**config.mk**
```make
export PLATFORM = sky130hd
export DESIGN_NAME = design_09_arb_flat
export DESIGN_NICKNAME = d
export VERILOG_FILES = /design/src/rtl/design_09_pkg.sv /design/src/rtl/design_09_arb_if.sv /design/src/rtl/design_09_rr_pick.sv /design/src/rtl/design_09_arb.sv /design/src/flat_wrapper.sv
export SDC_FILE = /design/constraint.sdc
export NUM_CORES = 1
export LEC_CHECK = 0
export ABC_AREA = 1
export BUFFER_PORTS_ARGS = -buffer_cell sky130_fd_sc_hd__buf_2
export CAP_MARGIN = 20
export CORE_MARGIN = 2
export CORE_UTILIZATION = 40
export CTS_CLUSTER_DIAMETER = 80
export DETAILED_ROUTE_END_ITERATION = 6
export HOLD_SLACK_MARGIN = 0.03
export PLACE_DENSITY = 0.74
export SLEW_MARGIN = 40
export SYNTH_ARGS = -nofsm -noshare
export SYNTH_HDL_FRONTEND = slang
export SYNTH_SLANG_ARGS = --single-unit
```
**constraint.sdc**
```tcl
create_clock -name clk -period 2.3 [get_ports clk]
set_input_delay 0.46 -clock clk [delete_from_list [all_inputs] [get_ports clk]]
set_output_delay 0.46 -clock clk [all_outputs]
set_load 0.02 [all_outputs]
```
**src/rtl/design_09_pkg.sv**
```systemverilog
// Shared types and defaults for the design_09 arbiter slice.
package design_09_pkg;

    typedef enum logic [1:0] {
        IDLE,
        ISSUE,
        WAIT,
        RESP
    } state_e;

    localparam int W_DEF   = 20;
    localparam int N_DEF   = 4;
    localparam int TMO_DEF = 64;
    localparam int ID_W    = $clog2(N_DEF);

endpackage

```
**src/rtl/design_09_arb_if.sv**
```systemverilog
// Client request/response and datapath-side signals of the design_09 arbiter.
interface design_09_arb_if #(
    parameter int W = 20,
    parameter int N = 4
);
    localparam int IW = $clog2(N);

    logic [N-1:0]   req;
    logic [N*W-1:0] req_a;
    logic [N*W-1:0] req_b;
    logic [N-1:0]   gnt;
    logic           rsp_valid;
    logic           rsp_ready;
    logic [IW-1:0]  rsp_id;
    logic [W-1:0]   rsp_y;
    logic           rsp_err;
    logic           busy;
    logic           dp_start;
    logic [W-1:0]   dp_a;
    logic [W-1:0]   dp_b;
    logic [W-1:0]   dp_y;
    logic           dp_valid;

    modport master (
        input  req, req_a, req_b, rsp_ready, dp_y, dp_valid,
        output gnt, rsp_valid, rsp_id, rsp_y, rsp_err, busy,
        output dp_start, dp_a, dp_b
    );

    modport slave (
        output req, req_a, req_b, rsp_ready, dp_y, dp_valid,
        input  gnt, rsp_valid, rsp_id, rsp_y, rsp_err, busy,
        input  dp_start, dp_a, dp_b
    );

endinterface

```
**src/rtl/design_09_rr_pick.sv**
```systemverilog
// Round-robin picker: first set request at or above ptr, wrapping at N.
module design_09_rr_pick #(
    parameter int N = 4
) (
    input  logic [N-1:0]         req,
    input  logic [$clog2(N)-1:0] ptr,
    output logic [N-1:0]         onehot,
    output logic [$clog2(N)-1:0] idx,
    output logic                 any
);
    localparam int IW = $clog2(N);

    always_comb begin
        int j;
        logic [IW-1:0] sel;
        onehot = '0;
        idx    = '0;
        any    = 1'b0;
        j      = 0;
        sel    = '0;
        for (int i = 0; i < N; i++) begin
            j = int'(ptr) + i;
            if (j >= N) j = j - N;
            sel = j[IW-1:0];
            if (!any && req[sel]) begin
                any         = 1'b1;
                idx         = sel;
                onehot[sel] = 1'b1;
            end
        end
    end

endmodule

```
**src/rtl/design_09_arb.sv**
```systemverilog
// Shares one design_09 datapath among N requesters: round-robin pick,
// issue, wait for valid or timeout, then hand back a tagged response.
module design_09_arb
    import design_09_pkg::*;
#(
    parameter int W   = W_DEF,
    parameter int N   = N_DEF,
    parameter int TMO = TMO_DEF
) (
    input  logic            clk,
    input  logic            rst_n,
    design_09_arb_if.master bus
);
    localparam int IW = $clog2(N);
    localparam int CW = $clog2(TMO);

    state_e        state_q, state_d;
    logic [IW-1:0] ptr_q, ptr_d;
    logic [IW-1:0] id_q, id_d;
    logic [CW-1:0] cnt_q, cnt_d;
    logic [N-1:0]  gnt_q, gnt_d;
    logic          dp_start_q, dp_start_d;
    logic [W-1:0]  dp_a_q, dp_a_d;
    logic [W-1:0]  dp_b_q, dp_b_d;
    logic          rsp_valid_q, rsp_valid_d;
    logic [W-1:0]  rsp_y_q, rsp_y_d;
    logic          rsp_err_q, rsp_err_d;
    logic          busy_q, busy_d;

    logic [N-1:0]  pick_oh;
    logic [IW-1:0] pick_idx;
    logic          pick_any;

    design_09_rr_pick #(.N(N)) u_pick (
        .req    (bus.req),
        .ptr    (ptr_q),
        .onehot (pick_oh),
        .idx    (pick_idx),
        .any    (pick_any)
    );

    always_comb begin
        state_d    = state_q;
        ptr_d      = ptr_q;
        id_d       = id_q;
        cnt_d      = cnt_q;
        dp_a_d     = dp_a_q;
        dp_b_d     = dp_b_q;
        rsp_y_d    = rsp_y_q;
        rsp_err_d  = rsp_err_q;
        gnt_d      = '0;
        dp_start_d = 1'b0;
        unique case (state_q)
            IDLE: begin
                if (pick_any) begin
                    state_d    = ISSUE;
                    id_d       = pick_idx;
                    gnt_d      = pick_oh;
                    dp_start_d = 1'b1;
                    dp_a_d     = bus.req_a[int'(pick_idx) * W +: W];
                    dp_b_d     = bus.req_b[int'(pick_idx) * W +: W];
                end
            end
            ISSUE: begin
                state_d = WAIT;
                cnt_d   = '0;
            end
            WAIT: begin
                // A valid on the timeout cycle still counts as a result.
                if (bus.dp_valid) begin
                    state_d   = RESP;
                    rsp_y_d   = bus.dp_y;
                    rsp_err_d = 1'b0;
                end else if (cnt_q == CW'(TMO - 1)) begin
                    state_d   = RESP;
                    rsp_y_d   = '0;
                    rsp_err_d = 1'b1;
                end else begin
                    cnt_d = cnt_q + 1'b1;
                end
            end
            RESP: begin
                if (bus.rsp_ready) begin
                    state_d = IDLE;
                    ptr_d   = (id_q == IW'(N - 1)) ? '0 : id_q + 1'b1;
                end
            end
            default: state_d = IDLE;
        endcase
        rsp_valid_d = (state_d == RESP);
        busy_d      = (state_d != IDLE);
    end

    always_ff @(posedge clk or negedge rst_n) begin
        if (!rst_n) begin
            state_q     <= IDLE;
            ptr_q       <= '0;
            id_q        <= '0;
            cnt_q       <= '0;
            gnt_q       <= '0;
            dp_start_q  <= 1'b0;
            dp_a_q      <= '0;
            dp_b_q      <= '0;
            rsp_valid_q <= 1'b0;
            rsp_y_q     <= '0;
            rsp_err_q   <= 1'b0;
            busy_q      <= 1'b0;
        end else begin
            state_q     <= state_d;
            ptr_q       <= ptr_d;
            id_q        <= id_d;
            cnt_q       <= cnt_d;
            gnt_q       <= gnt_d;
            dp_start_q  <= dp_start_d;
            dp_a_q      <= dp_a_d;
            dp_b_q      <= dp_b_d;
            rsp_valid_q <= rsp_valid_d;
            rsp_y_q     <= rsp_y_d;
            rsp_err_q   <= rsp_err_d;
            busy_q      <= busy_d;
        end
    end

    assign bus.gnt       = gnt_q;
    assign bus.dp_start  = dp_start_q;
    assign bus.dp_a      = dp_a_q;
    assign bus.dp_b      = dp_b_q;
    assign bus.rsp_valid = rsp_valid_q;
    assign bus.rsp_id    = id_q;
    assign bus.rsp_y     = rsp_y_q;
    assign bus.rsp_err   = rsp_err_q;
    assign bus.busy      = busy_q;

endmodule

```
**src/flat_wrapper.sv**
```systemverilog
// flat-port wrapper written by rule: the top's interface ports become plain ports
module design_09_arb_flat import design_09_pkg::*;
#(
    parameter int W   = W_DEF,
    parameter int N   = N_DEF,
    parameter int TMO = TMO_DEF
)
  (clk, rst_n, bus_req, bus_req_a, bus_req_b, bus_rsp_ready, bus_dp_y, bus_dp_valid, bus_gnt, bus_rsp_valid, bus_rsp_id, bus_rsp_y, bus_rsp_err, bus_busy, bus_dp_start, bus_dp_a, bus_dp_b);
  design_09_arb_if #(.W(W), .N(N)) bus_i ();
  input  logic clk;
  input  logic rst_n;
  input wire logic [$bits(bus_i.req)-1:0] bus_req;
  input wire logic [$bits(bus_i.req_a)-1:0] bus_req_a;
  input wire logic [$bits(bus_i.req_b)-1:0] bus_req_b;
  input wire logic [$bits(bus_i.rsp_ready)-1:0] bus_rsp_ready;
  input wire logic [$bits(bus_i.dp_y)-1:0] bus_dp_y;
  input wire logic [$bits(bus_i.dp_valid)-1:0] bus_dp_valid;
  output wire logic [$bits(bus_i.gnt)-1:0] bus_gnt;
  output wire logic [$bits(bus_i.rsp_valid)-1:0] bus_rsp_valid;
  output wire logic [$bits(bus_i.rsp_id)-1:0] bus_rsp_id;
  output wire logic [$bits(bus_i.rsp_y)-1:0] bus_rsp_y;
  output wire logic [$bits(bus_i.rsp_err)-1:0] bus_rsp_err;
  output wire logic [$bits(bus_i.busy)-1:0] bus_busy;
  output wire logic [$bits(bus_i.dp_start)-1:0] bus_dp_start;
  output wire logic [$bits(bus_i.dp_a)-1:0] bus_dp_a;
  output wire logic [$bits(bus_i.dp_b)-1:0] bus_dp_b;
  assign bus_i.req = bus_req;
  assign bus_i.req_a = bus_req_a;
  assign bus_i.req_b = bus_req_b;
  assign bus_i.rsp_ready = bus_rsp_ready;
  assign bus_i.dp_y = bus_dp_y;
  assign bus_i.dp_valid = bus_dp_valid;
  assign bus_gnt = bus_i.gnt;
  assign bus_rsp_valid = bus_i.rsp_valid;
  assign bus_rsp_id = bus_i.rsp_id;
  assign bus_rsp_y = bus_i.rsp_y;
  assign bus_rsp_err = bus_i.rsp_err;
  assign bus_busy = bus_i.busy;
  assign bus_dp_start = bus_i.dp_start;
  assign bus_dp_a = bus_i.dp_a;
  assign bus_dp_b = bus_i.dp_b;
  design_09_arb #(.W(W), .N(N), .TMO(TMO)) u_core (.clk(clk), .rst_n(rst_n), .bus(bus_i));
endmodule
```
==> run_summary.xml <==
<?xml version="1.0" encoding="UTF-8"?>
<metrics>
  <group name="outcome">
    <metric name="result_of_the_run" unit="">finished clean</metric>
  </group>
  <group name="sta">
    <metric name="timing.final.setup_violations" unit="">0</metric>
    <metric name="worst-slew-pin-transition" unit="ns">0.8049</metric>
    <metric name="timing.final.crit_period" unit="ns">2.192</metric>
    <metric name="unrepaired_setup_endpoints_after_global_routing" unit="">yes</metric>
    <metric name="min_period_over_period" unit="%">95.32</metric>
    <metric name="finalHoldViolations" unit="">0</metric>
    <metric name="fmax" unit="GHz">0.4561</metric>
    <metric name="clock-skew-final" unit="ns">0.01202</metric>
    <metric name="final_critical_path_setup_slack" unit="ns">0.1077</metric>
    <metric name="final_max_slew_viol_count" unit="">0</metric>
    <metric name="timing.slew.headroom" unit="%">46.28</metric>
  </group>
  <group name="pwr">
    <metric name="power_frac_comb" unit="%">69.7</metric>
    <metric name="internal-power" unit="mW">6.778</metric>
    <metric name="p_leak" unit="nW">4.440</metric>
    <metric name="netSwitchingPower" unit="mW">6.325</metric>
    <metric name="sw_ratio" unit="%">48.27</metric>
    <metric name="pwr-share-seq" unit="%">18.8</metric>
    <metric name="cellPowerDensity" unit="nW/um^2">1773</metric>
    <metric name="power_frac_clock" unit="%">11.5</metric>
    <metric name="vdd_ir_drop_max" unit="V">0.0008589</metric>
  </group>
  <group name="die">
    <metric name="core_region_area" unit="sq um">12720</metric>
    <metric name="design.portCount" unit="">258</metric>
    <metric name="die_height" unit="microns">118.6</metric>
    <metric name="chipWidth" unit="microns">118.6</metric>
    <metric name="rows" unit="">41</metric>
    <metric name="floorplan.die_area" unit="sq um">14070</metric>
    <metric name="initial_core_util" unit="%">41.31</metric>
  </group>
  <group name="synth">
    <metric name="edff_count_synth" unit="">0</metric>
    <metric name="postSynthRegisterBits" unit="">80</metric>
    <metric name="synth.yosys.warnings" unit="">0</metric>
    <metric name="cells_after_synth" unit="">756</metric>
    <metric name="synthDistinctLibCells" unit="">31</metric>
    <metric name="mappedNetlistArea" unit="sq um">5255</metric>
    <metric name="syn_avg_cell_area" unit="sq um">6.951</metric>
    <metric name="synthArstFlopShare" unit="%">100.0</metric>
    <metric name="syn_nets" unit="">954</metric>
    <metric name="fraction_of_the_yosys_area_taken_by_sequential_cells" unit="%">38.10</metric>
    <metric name="yosys_most_used_dff" unit="">dfrtp_1</metric>
  </group>
  <group name="global_route">
    <metric name="maximum_number_of_pins_on_one_net_before_global_route_repair" unit="">45</metric>
    <metric name="antenna_found_initial" unit="">0</metric>
    <metric name="grt_usage" unit="%">21.49</metric>
    <metric name="first_global_vias" unit="">5253</metric>
    <metric name="gr-total-overflow" unit="">0</metric>
    <metric name="grt_pass1_wl" unit="microns">24860</metric>
  </group>
  <group name="drt">
    <metric name="detail_route.wirelength" unit="microns">16120</metric>
    <metric name="detailedRoute.firstIterationViolations" unit="">320</metric>
    <metric name="drc_errors" unit="">0</metric>
    <metric name="drt_first_pass_iters" unit="">5</metric>
    <metric name="viasPerCell" unit="">4.780</metric>
    <metric name="vias" unit="">5731</metric>
    <metric name="antenna_left" unit="">0</metric>
    <metric name="detail_route.wl_per_cell" unit="microns">13.44</metric>
  </group>
  <group name="setup_path">
    <metric name="crit_type" unit="">reg2reg</metric>
    <metric name="cp_top_family" unit="">simple AND/OR/NAND/NOR gates</metric>
    <metric name="worstPathCellList" unit="">inv_2 &gt; ha_4 &gt; inv_1 &gt; nand3_1 &gt; nand2_1 &gt; a21oi_2 &gt; nand2_1 &gt; nand3_4 &gt; buf_6 &gt; clkbuf_16 &gt; or2_2 &gt; nand3_1 &gt; nand3_1</metric>
    <metric name="critical_path.max_stage_delay" unit="ns">0.39</metric>
    <metric name="cell_occurring_most_often_along_the_worst_timing_path" unit="">nand3_1</metric>
    <metric name="cp_num_buf_inv" unit="">4</metric>
    <metric name="crit_path_max_fanout" unit="">20</metric>
    <metric name="critPathSlowestCell" unit="">dfrtp_1</metric>
    <metric name="worstSetupStartpointType" unit="">register</metric>
    <metric name="worst_ep_arrival_time" unit="ns">2.41</metric>
    <metric name="cp-end-kind" unit="">register</metric>
    <metric name="timing.critical_path.required" unit="ns">2.52</metric>
  </group>
  <group name="placed_design">
    <metric name="place_area" unit="sq um">6780</metric>
    <metric name="place_worst_setup_slack" unit="ns">-0.001065</metric>
    <metric name="detailed_place_hpwl" unit="microns">11390</metric>
    <metric name="gpl.final_weighted_congestion" unit="">0.8751</metric>
    <metric name="buffer_ports.inserted" unit="">257</metric>
  </group>
  <group name="finish">
    <metric name="design_area" unit="sq um">7392</metric>
    <metric name="areaGrowthSynthToFinish" unit="%">40.67</metric>
    <metric name="layout-drive-gt1-share" unit="%">36.22</metric>
    <metric name="layout.nets" unit="">1220</metric>
    <metric name="most_common_library_cell_in_the_layout_ignoring_fill_and_taps" unit="">buf_2</metric>
    <metric name="most-common-layout-cells" unit="">256 x buf_2, 238 x nand2_1, 149 x nand3_1</metric>
    <metric name="antenna_cells" unit="">0</metric>
  </group>
  <group name="job">
    <metric name="max_cap_violations" unit="">0</metric>
  </group>
  <group name="cts">
    <metric name="hold_buffers" unit="">0</metric>
    <metric name="clk_pin_slew" unit="ns">0.07</metric>
    <metric name="cts_bufs_inserted" unit="">9</metric>
    <metric name="cts.root.buffer_cell" unit="">clkbuf_16</metric>
    <metric name="cts.path.max_buffers" unit="">2</metric>
    <metric name="clock-sinks" unit="">80</metric>
    <metric name="insertion_delay" unit="ns">0.34</metric>
    <metric name="htree_num_levels" unit="">3</metric>
    <metric name="tritoncts" unit="">yes</metric>
  </group>
  <group name="hold_path">
    <metric name="holdCritPathClass" unit="">in2async</metric>
  </group>
</metrics>
-- synth_stat cells (all sizes together) (3+ instances only) --
library cell | number | area share (%)
nand4 | 5 | 0.60
nand3 | 153 | 15
o21ai | 7 | 0.67
nor3 | 3 | 0.29
buf | 27 | 3.2
clkbuf | 11 | 0.79
nand2 | 244 | 18
or2 | 40 | 4.8
inv | 130 | 9.3
nor2 | 12 | 1.6
dfrtp | 80 | 38
ha | 10 | 2.4
a22o | 21 | 3.5
-- final cells by class --
class	count	area, sq um
Fill cell	1256	5330
Multi-Input combinational cell	509	2608
Sequential cell	80	2002
Timing Repair Buffer	292	1765
Inverter	130	490.5
Clock buffer	9	225.2
Tap cell	172	215.2
Clock inverter	7	86.33
-- sequential cells by signal (all words and copies together) (netlist names), 2 cells and up --
name,count
u_core.bus.dp_a,20
u_core.bus.dp_b,20
u_core.bus.gnt,4
u_core.bus.rsp_id,2
u_core.bus.rsp_y,20
u_core.cnt_q,6
u_core.ptr_q,2
u_core.state_q,2
-- path summary, 6_finish.rpt --
path,start,end,slack (ns),cells after the start
max,u_core.ptr_q[0],u_core.bus.dp_b[4],0.11,13
min in group clk,bus_dp_valid,u_core.bus.rsp_err,0.33,2
max reg2reg,u_core.ptr_q[0],u_core.bus.dp_b[4],0.11,13
max in group asynchronous,rst_n,u_core.bus.dp_a[0],1.58,2
min,rst_n,u_core.bus.gnt[0],0.12,1
min reg2reg,u_core.bus.dp_a[5],u_core.bus.dp_a[5],0.48,2
-- through the flow --
stage / total power [mW] / cells / utilization (%) / TNS, ns / hold WS, ns
4_1_cts: 11.82 / 1184 / 55.74 / 0 / 0.1455
3_5_place_dp: 10.25 / 1168 / 53.29 / -0.001065 / 0.4603
2_1_floorplan: 8.082 / 756 / - / 0 / 0.1644
5_1_grt: 14.29 / 1199 / 58.10 / -1.226 / 0.1652
6_report: 13.10 / 1199 / 58.10 / 0 / 0.1237
3_3_place_gp: 10.12 / 1168 / 53.27 / 0 / 0.4593
-- power by group through the flow --
stage                     logic, mW  registers, mW  clock network (mW)
after floorplan                4.91           3.17                   0
after global placement         7.65           2.47                   0
after detailed placement       7.79           2.46                   0
after CTS                      7.81           2.46                1.54
after global routing           10.1           2.55                1.62
final                          9.13           2.46                1.51
-- routing by layer --
metal / global-route usage, % / vias up / share of wire (%)
met3: 4.923 / 23 / 6.8
met2: 36.46 / 206 / 49
met1: 27.47 / 2608 / 43
met5: 0 / - / 0
li1: - / 2894 / -
met4: 5.729 / 0 / 1.4
-- repair_timing --
action,4_1_cts,5_1_grt
cloned,0,6
buffers inserted,0,9
endpoints found under the setup margin,7,44
pin swaps,0,3
resized for setup,1,20
-- cell families (layout without fill, tap and decap cells) --
family	after synthesis	after routing	synth area share (%)
AOI/OAI and AO/OA	36	36	5.214
DFF	80	80	38.10
and+or+nand+nor	459	460	40.50
adders and majority gates	10	10	2.381
buffers and inverters	168	438	13.31
xor gates and xnor gates	3	3	0.5001
No activity file was read; power rests on OpenSTA's default activity.
